**src/rtl/sd_spi_host.sv**
```systemverilog
// SPI-mode SD host master: shifts a 48-bit command out on mosi and
// returns the card's miso reply as one or three 48-bit frames.
module sd_spi_host #(
  parameter int HALF_PERIOD = 4,
  parameter int CS_SETUP    = 4,
  parameter int CS_GAP      = 4
) (
  input  logic        clk,
  input  logic        rst,
  input  logic [47:0] cmd_data,
  input  logic        cmd_valid,
  output logic        cmd_ready,
  output logic [47:0] rsp_data,
  output logic        rsp_valid,
  output logic        rsp_last,
  output logic        busy,
  output logic        cs_n,
  output logic        sclk,
  output logic        mosi,
  input  logic        miso
);

  localparam int M1   = (HALF_PERIOD > CS_SETUP) ? HALF_PERIOD : CS_SETUP;
  localparam int MAXC = (M1 > CS_GAP) ? M1 : CS_GAP;
  localparam int CW   = $clog2(MAXC + 1);

  localparam logic [CW-1:0] SETUP_LD  = CW'(CS_SETUP - 1);
  localparam logic [CW-1:0] HALF_LD   = CW'(HALF_PERIOD - 1);
  localparam logic [CW-1:0] GAP_LD    = CW'(CS_GAP - 1);
  localparam logic [CW-1:0] SAMPLE_AT = CW'(HALF_PERIOD - 2);

  typedef enum logic [2:0] {
    IDLE,
    SETUP,
    SCK_HI,
    SCK_LO,
    GAP
  } state_t;

  state_t        state_q, state_d;
  logic [CW-1:0] cnt_q, cnt_d;
  logic [7:0]    cyc_q, cyc_d;
  logic [5:0]    bit_q, bit_d;
  logic [1:0]    frm_q, frm_d;
  logic [1:0]    nfrm_q, nfrm_d;
  logic [46:0]   tx_q, tx_d;
  logic [46:0]   rx_q, rx_d;
  logic          cs_n_q, cs_n_d;
  logic          sclk_q, sclk_d;
  logic          mosi_q, mosi_d;
  logic          ready_q, ready_d;
  logic          busy_q, busy_d;
  logic [47:0]   rsp_data_q, rsp_data_d;
  logic          rsp_valid_q, rsp_valid_d;
  logic          rsp_last_q, rsp_last_d;

  logic [7:0] last_cyc;
  logic       sample;

  // Final fall index is 46 + 48*F.
  assign last_cyc = (nfrm_q == 2'd3) ? 8'd190 : 8'd94;
  assign sample   = (cyc_q >= 8'd47) && (cnt_q == SAMPLE_AT);

  always_comb begin
    state_d     = state_q;
    cnt_d       = cnt_q;
    cyc_d       = cyc_q;
    bit_d       = bit_q;
    frm_d       = frm_q;
    nfrm_d      = nfrm_q;
    tx_d        = tx_q;
    rx_d        = rx_q;
    cs_n_d      = cs_n_q;
    sclk_d      = sclk_q;
    mosi_d      = mosi_q;
    ready_d     = ready_q;
    busy_d      = busy_q;
    rsp_data_d  = rsp_data_q;
    rsp_valid_d = 1'b0;
    rsp_last_d  = 1'b0;

    unique case (state_q)
      IDLE: begin
        if (cmd_valid && ready_q) begin
          tx_d    = cmd_data[46:0];
          nfrm_d  = (cmd_data[47:40] == 8'h51) ? 2'd3 : 2'd1;
          cs_n_d  = 1'b0;
          mosi_d  = cmd_data[47];
          ready_d = 1'b0;
          busy_d  = 1'b1;
          cnt_d   = SETUP_LD;
          cyc_d   = 8'd0;
          bit_d   = 6'd0;
          frm_d   = 2'd0;
          state_d = SETUP;
        end
      end

      SETUP: begin
        if (cnt_q == '0) begin
          sclk_d  = 1'b1;
          cnt_d   = HALF_LD;
          state_d = SCK_HI;
        end else begin
          cnt_d = cnt_q - 1'b1;
        end
      end

      SCK_HI: begin
        if (cnt_q == '0) begin
          // Ones shift in behind the command, so mosi idles high after bit 0.
          sclk_d  = 1'b0;
          mosi_d  = tx_q[46];
          tx_d    = {tx_q[45:0], 1'b1};
          cnt_d   = HALF_LD;
          state_d = SCK_LO;
        end else begin
          cnt_d = cnt_q - 1'b1;
        end
      end

      SCK_LO: begin
        if (sample) begin
          rx_d  = {rx_q[45:0], miso};
          bit_d = (bit_q == 6'd47) ? 6'd0 : bit_q + 6'd1;
          if (bit_q == 6'd47) begin
            rsp_data_d  = {rx_q, miso};
            rsp_valid_d = 1'b1;
            rsp_last_d  = (frm_q + 2'd1) == nfrm_q;
            frm_d       = frm_q + 2'd1;
          end
        end
        if (sample && (cyc_q == last_cyc)) begin
          cs_n_d  = 1'b1;
          mosi_d  = 1'b1;
          cnt_d   = GAP_LD;
          state_d = GAP;
        end else if (cnt_q == '0) begin
          sclk_d  = 1'b1;
          cyc_d   = cyc_q + 8'd1;
          cnt_d   = HALF_LD;
          state_d = SCK_HI;
        end else begin
          cnt_d = cnt_q - 1'b1;
        end
      end

      GAP: begin
        if (cnt_q == '0) begin
          ready_d = 1'b1;
          busy_d  = 1'b0;
          state_d = IDLE;
        end else begin
          cnt_d = cnt_q - 1'b1;
        end
      end

      default: state_d = IDLE;
    endcase
  end

  always_ff @(posedge clk or posedge rst) begin
    if (rst) begin
      state_q     <= IDLE;
      cnt_q       <= '0;
      cyc_q       <= '0;
      bit_q       <= '0;
      frm_q       <= '0;
      nfrm_q      <= 2'd1;
      tx_q        <= '0;
      rx_q        <= '0;
      cs_n_q      <= 1'b1;
      sclk_q      <= 1'b0;
      mosi_q      <= 1'b1;
      ready_q     <= 1'b1;
      busy_q      <= 1'b0;
      rsp_data_q  <= '0;
      rsp_valid_q <= 1'b0;
      rsp_last_q  <= 1'b0;
    end else begin
      state_q     <= state_d;
      cnt_q       <= cnt_d;
      cyc_q       <= cyc_d;
      bit_q       <= bit_d;
      frm_q       <= frm_d;
      nfrm_q      <= nfrm_d;
      tx_q        <= tx_d;
      rx_q        <= rx_d;
      cs_n_q      <= cs_n_d;
      sclk_q      <= sclk_d;
      mosi_q      <= mosi_d;
      ready_q     <= ready_d;
      busy_q      <= busy_d;
      rsp_data_q  <= rsp_data_d;
      rsp_valid_q <= rsp_valid_d;
      rsp_last_q  <= rsp_last_d;
    end
  end

  assign cmd_ready = ready_q;
  assign busy      = busy_q;
  assign cs_n      = cs_n_q;
  assign sclk      = sclk_q;
  assign mosi      = mosi_q;
  assign rsp_data  = rsp_data_q;
  assign rsp_valid = rsp_valid_q;
  assign rsp_last  = rsp_last_q;

endmodule

```
**config.mk**
```make
export PLATFORM = sky130hd
export DESIGN_NAME = sd_spi_host
export DESIGN_NICKNAME = d
export VERILOG_FILES = /design/src/rtl/sd_spi_host.sv
export SDC_FILE = /design/constraint.sdc
export NUM_CORES = 1
export LEC_CHECK = 0
export ABC_AREA = 1
export CAP_MARGIN = 20
export CORE_ASPECT_RATIO = 1.2
export CORE_MARGIN = 5
export CORE_UTILIZATION = 35
export CTS_CLUSTER_SIZE = 20
export DETAILED_ROUTE_END_ITERATION = 16
export GPL_TIMING_DRIVEN = 0
export PLACE_DENSITY_LB_ADDON = 0.15
export SETUP_SLACK_MARGIN = 0.4
export SLEW_MARGIN = 30
export SYNTH_ARGS = -nofsm -noshare
export SYNTH_HDL_FRONTEND = slang
export SYNTH_SLANG_ARGS = --single-unit
export TNS_END_PERCENT = 5
```
**constraint.sdc**
```tcl
create_clock -name clk -period 5.34 [get_ports clk]
set_clock_uncertainty 0.05 [all_clocks]
set_input_delay 1.068 -clock clk [delete_from_list [all_inputs] [get_ports clk]]
set_output_delay 1.068 -clock clk [all_outputs]
set_load 0.005 [all_outputs]
```
=== After elaboration in Yosys (flattened, before gate mapping) ===
Cells that the tools add are included.

* Register bits: 173
* Bits of input ports: 52
* Output and inout bits: 55
* Logic and storage cells: 113

* Add/subtract/negate cells: 4
* Order comparisons: 1
* Eq/ne operators: 19
* Multiplexer cells: 48
* Reductions and logical operators: 25

{| class="wikitable"
|+ Operator list
! kind !! count
|-
| $mux 47 || 2
|-
| $pmux 47 s2 || 1
|-
| $mux 8 || 4
|-
| $mux 3 || 9
|-
| $reduce_and 3->1 || 8
|-
| $mux 6 || 3
|-
| $ne 2x2->1 const B || 9
|-
| $pmux 8 s2 || 1
|-
| $mux 1 || 15
|-
| $pmux 3 s5 || 1
|-
| $pmux 3 s4 || 1
|-
| $pmux 6 s2 || 1
|-
| $reduce_and 4->1 || 3
|-
| $eq 3x2->1 const B || 3
|-
| $add 8x1->8 const B || 1
|-
| $eq 8x7->1 const B || 1
|-
| $eq 8x8->1 || 1
|-
| $ge 8x6->1 const B || 1
|-
| $mux 2 || 4
|-
| $add 6x1->6 const B || 1
|-
| $eq 6x6->1 const B || 1
|-
| $logic_not 3->1 || 2
|-
| $pmux 1 s2 || 3
|-
| $pmux 1 s3 || 2
|-
| 13 further kinds || 19
|}

=== Depth between registers and ports, before layout ===
* Word-level depth: 6
* Depth in mapped cells: 13
* Depth with buffers taken out: 12

=== Least setup slack after synthesis ===
Ideal clock, no wire load.

* Path kind: input to register
* Start: input cmd_valid
* End: register tx_q[1]
* Setup time: 0.131 ns
* Data arrival time: 1.819 ns
* Data required time: 5.159 ns
* Path slack: 3.340 ns
* Stages on the path: 8
* Path buffers: 2
* Cell sequence: nand2_1 -> inv_1 -> nand2_2 -> o21ai_2 -> buf_4 -> buf_4 -> o211ai_1 -> o21ai_0

* Cells in the longest elaborated chain, start to end: 3

{| class="wikitable"
|+ RTL lines
! what !! RTL line !! RTL
|-
| from (decl) || 11 || <nowiki>input logic cmd_valid,</nowiki>
|-
| $logic_and 1x1->1 || 84 || <nowiki>if (cmd_valid && ready_q) begin</nowiki>
|-
| $ne 2x2->1 (no line) || n/a ||
|-
| $reduce_and 3->1 (no line) || n/a ||
|-
| to (signal assigned) || 187 || <nowiki>tx_q <= tx_d;</nowiki>
|-
| to (decl) || 46 || <nowiki>logic [46:0] tx_q, tx_d;</nowiki>
|}

Every way passes these cells.
A chain may end at the register's enable or synchronous reset.

=== Worst setup path after layout ===
* Start: register ready_q, in the netlist cmd_ready
* End: output cmd_ready

{| class="wikitable"
|+ RTL lines
! what !! RTL line !! RTL
|-
| from (decl) || 51 || <nowiki>logic ready_q, ready_d;</nowiki>
|-
| from (signal assigned) || 192 || <nowiki>ready_q <= ready_d;</nowiki>
|-
| to (decl) || 12 || <nowiki>output logic cmd_ready,</nowiki>
|}

No word-level cell between the ends.

==> reports/results.tsv <==
metric	value	unit
finalHoldViolations	0	
cts_setup_buffers	0	
critPathMaxFanout	3	
leakage	4.29	nW
h-tree-depth	4	
hpwl	12300	um
ys_ff_latch	172	
cp_num_buf_inv	1	
synth_ff_type	dfrtp_1	
start_util	35.7	%
drtPass1Iterations	4	
yosys_warnings	0	
status	finished clean	
ant_nets	0	
io_pins	107	
grt_max_degree	30	
critical_path.slowest_cell	dfstp_2	
wire_per_inst	13.1	um
vias	5900	
finalCritPeriodShare	48.4	%
synthArstFlopShare	100	%
syn_area_per_cell	8.75	um^2
cts_buffers	17	
drv_slew	0	
p_sw	1.13	mW
slew_headroom	61.1	%
cts-resized-gates	0	
layout_common_cells	nand2_1, dfrtp_1, inv_1, o21ai_0, clkdlybuf4s50_1	
syn_inst	862	
synth-edff-count	0	
multi_input_area	2510	um^2
crit_path_end_kind	primary output	
ff_latch_area	4310	um^2
clock.fmax	387	MHz
cp_data_required_time	4.22	ns
critical_path.cell_chain	clkdlybuf4s50_1	
timing.final.crit_period	2.58	ns
dr.first_iter.drc_count	249	
rows	58	
cp-start-kind	flip-flop	
placed_cells	1245	
final_cells	1277	
fillers	2085	
setup_viol	0	
rsz0062_at_grt	false	
p_seq_share	43.9	%
p_clk_share	35.5	%
grt_usage	14.5	%
fin_nets	1052	
cap_violations	0	
area_growth	29.1	%
drc	0	
die_y	171	um
vias_per_cell	4.62	
clock_latency	0.42	ns
cellPowerDensity	372	nW/um^2
gr-total-overflow	0	
critical_path_class	flip-flop to primary output	
die_area	24600	um^2
grt_pass1_vias	5983	
cts_hold_buf	0	
clock-sinks	172	
io_buffers	106	
cp_top_family	flip-flops	
synth_seq_area_share	57.1	%
hp-class	flip-flop to flip-flop	
vdd_ir_drop_max	0.000242	V
switching_share	31.1	%
die_w	144	um
synthesis.area	7540	um^2
grt_pass1_wl	29000	um
p_int	2.50	mW
routed_wirelength	16700	um
final_common_cell	nand2_1	
setup_tns	0	ns
synth.distinct_cells	32	
cpPeakStageDelay	0.54	ns
crit_arrival	1.47	ns
pwr-share-comb	20.6	%
coreArea	21100	um^2
tightest_slew	0.582	ns
diodes	0	
syn_nets	920	
clockRootBuffer	clkbuf_16	
antenna_found_initial	0	
gp_congestion	0.778	
drive_gt1_share	8.54	%
clk_pin_slew	0.07	ns
cts_tree	done	
clockBufferDepth	2	
[sequential cells by signal (all words and copies together), names as in the netlist]
name and cells:
bit_q 6, busy 1, cmd_ready 1, cnt_q 3, cs_n 1, cyc_q 8, frm_q 2, mosi 1
nfrm_q 1, rsp_data 48, rsp_last 1, rsp_valid 1, rx_q 47, sclk 1, state_q 3, tx_q 47
[final timing paths]
path,from,to,slack [ns],cells past startpoint
max in group asynchronous,rst,cyc_q[0],3.02,7
worst max register to register,cnt_q[0],tx_q[0],3.21,9
worst min-delay path,mosi,mosi,0.42,2
worst max-delay path,cmd_ready,cmd_ready,2.76,1
min in group asynchronous,rst,tx_q[32],1.01,2
worst min register to register,mosi,mosi,0.42,2
[metal layers]
metal	track usage, %	share of wire, %	wire (um)
met4	4.22	1.3	216
met1	19.5	48	8030
met3	3.77	4.3	716
met2	23.2	46	7740
met5	0	0	0
[per-stage QoR]
step	area, um^2	setup slack (ns)	total power, mW	utilization (%)	hold WS [ns]
4_1_cts	9740	2.73	3.69	46.1	0.427
3_5_place_dp	9110	2.49	2.38	43.1	0.408
5_1_grt	9740	2.69	3.88	46.1	0.451
3_3_place_gp	8940	0.447	2.35	42.3	0.415
2_1_floorplan	7540	2.03	2.12	-	0.399
6_report	9740	2.76	3.63	46.1	0.421
[final cells by class]
| cell class | instances | area share (%) |
|---|---|---|
| buffer | 42 | 2.30 |
| multi-input combinational | 517 | 25.8 |
| inverter | 131 | 5.09 |
| tap | 270 | 3.47 |
| timing repair buffer | 113 | 12.6 |
| clock inverter | 15 | 2.04 |
| sequential | 172 | 44.2 |
| clock buffer | 17 | 4.37 |
[cell usage after synthesis (12+ instances only)]
library cell,instances,area share (%)
a21oi_1,12,0.80
buf_2,16,1.1
clkbuf_1,15,0.75
dfrtp_1,169,56
inv_1,125,6.2
nand2_1,214,11
nand3_1,28,1.9
nor2_1,37,1.8
o211ai_1,46,4.6
o21ai_0,109,7.2
o21ai_1,39,2.6
[power by group through the flow]
stage	Clock, mW	Combinational [mW]	Sequential (mW)
floorplan	0	0.518	1.60
global placement	0	0.733	1.61
detailed placement	0	0.761	1.61
CTS	1.33	0.765	1.59
global route	1.39	0.874	1.62
finish	1.29	0.746	1.59
[kinds of logic after synthesis]
family / synth area share (%)
simple gates: 16.0
compound gates: 15.5
fa+ha+maj: 0.996
flops: 57.1
buf+inv: 9.49
xor+xnor: 0.813
No activity file was read; power rests on OpenSTA's default activity.
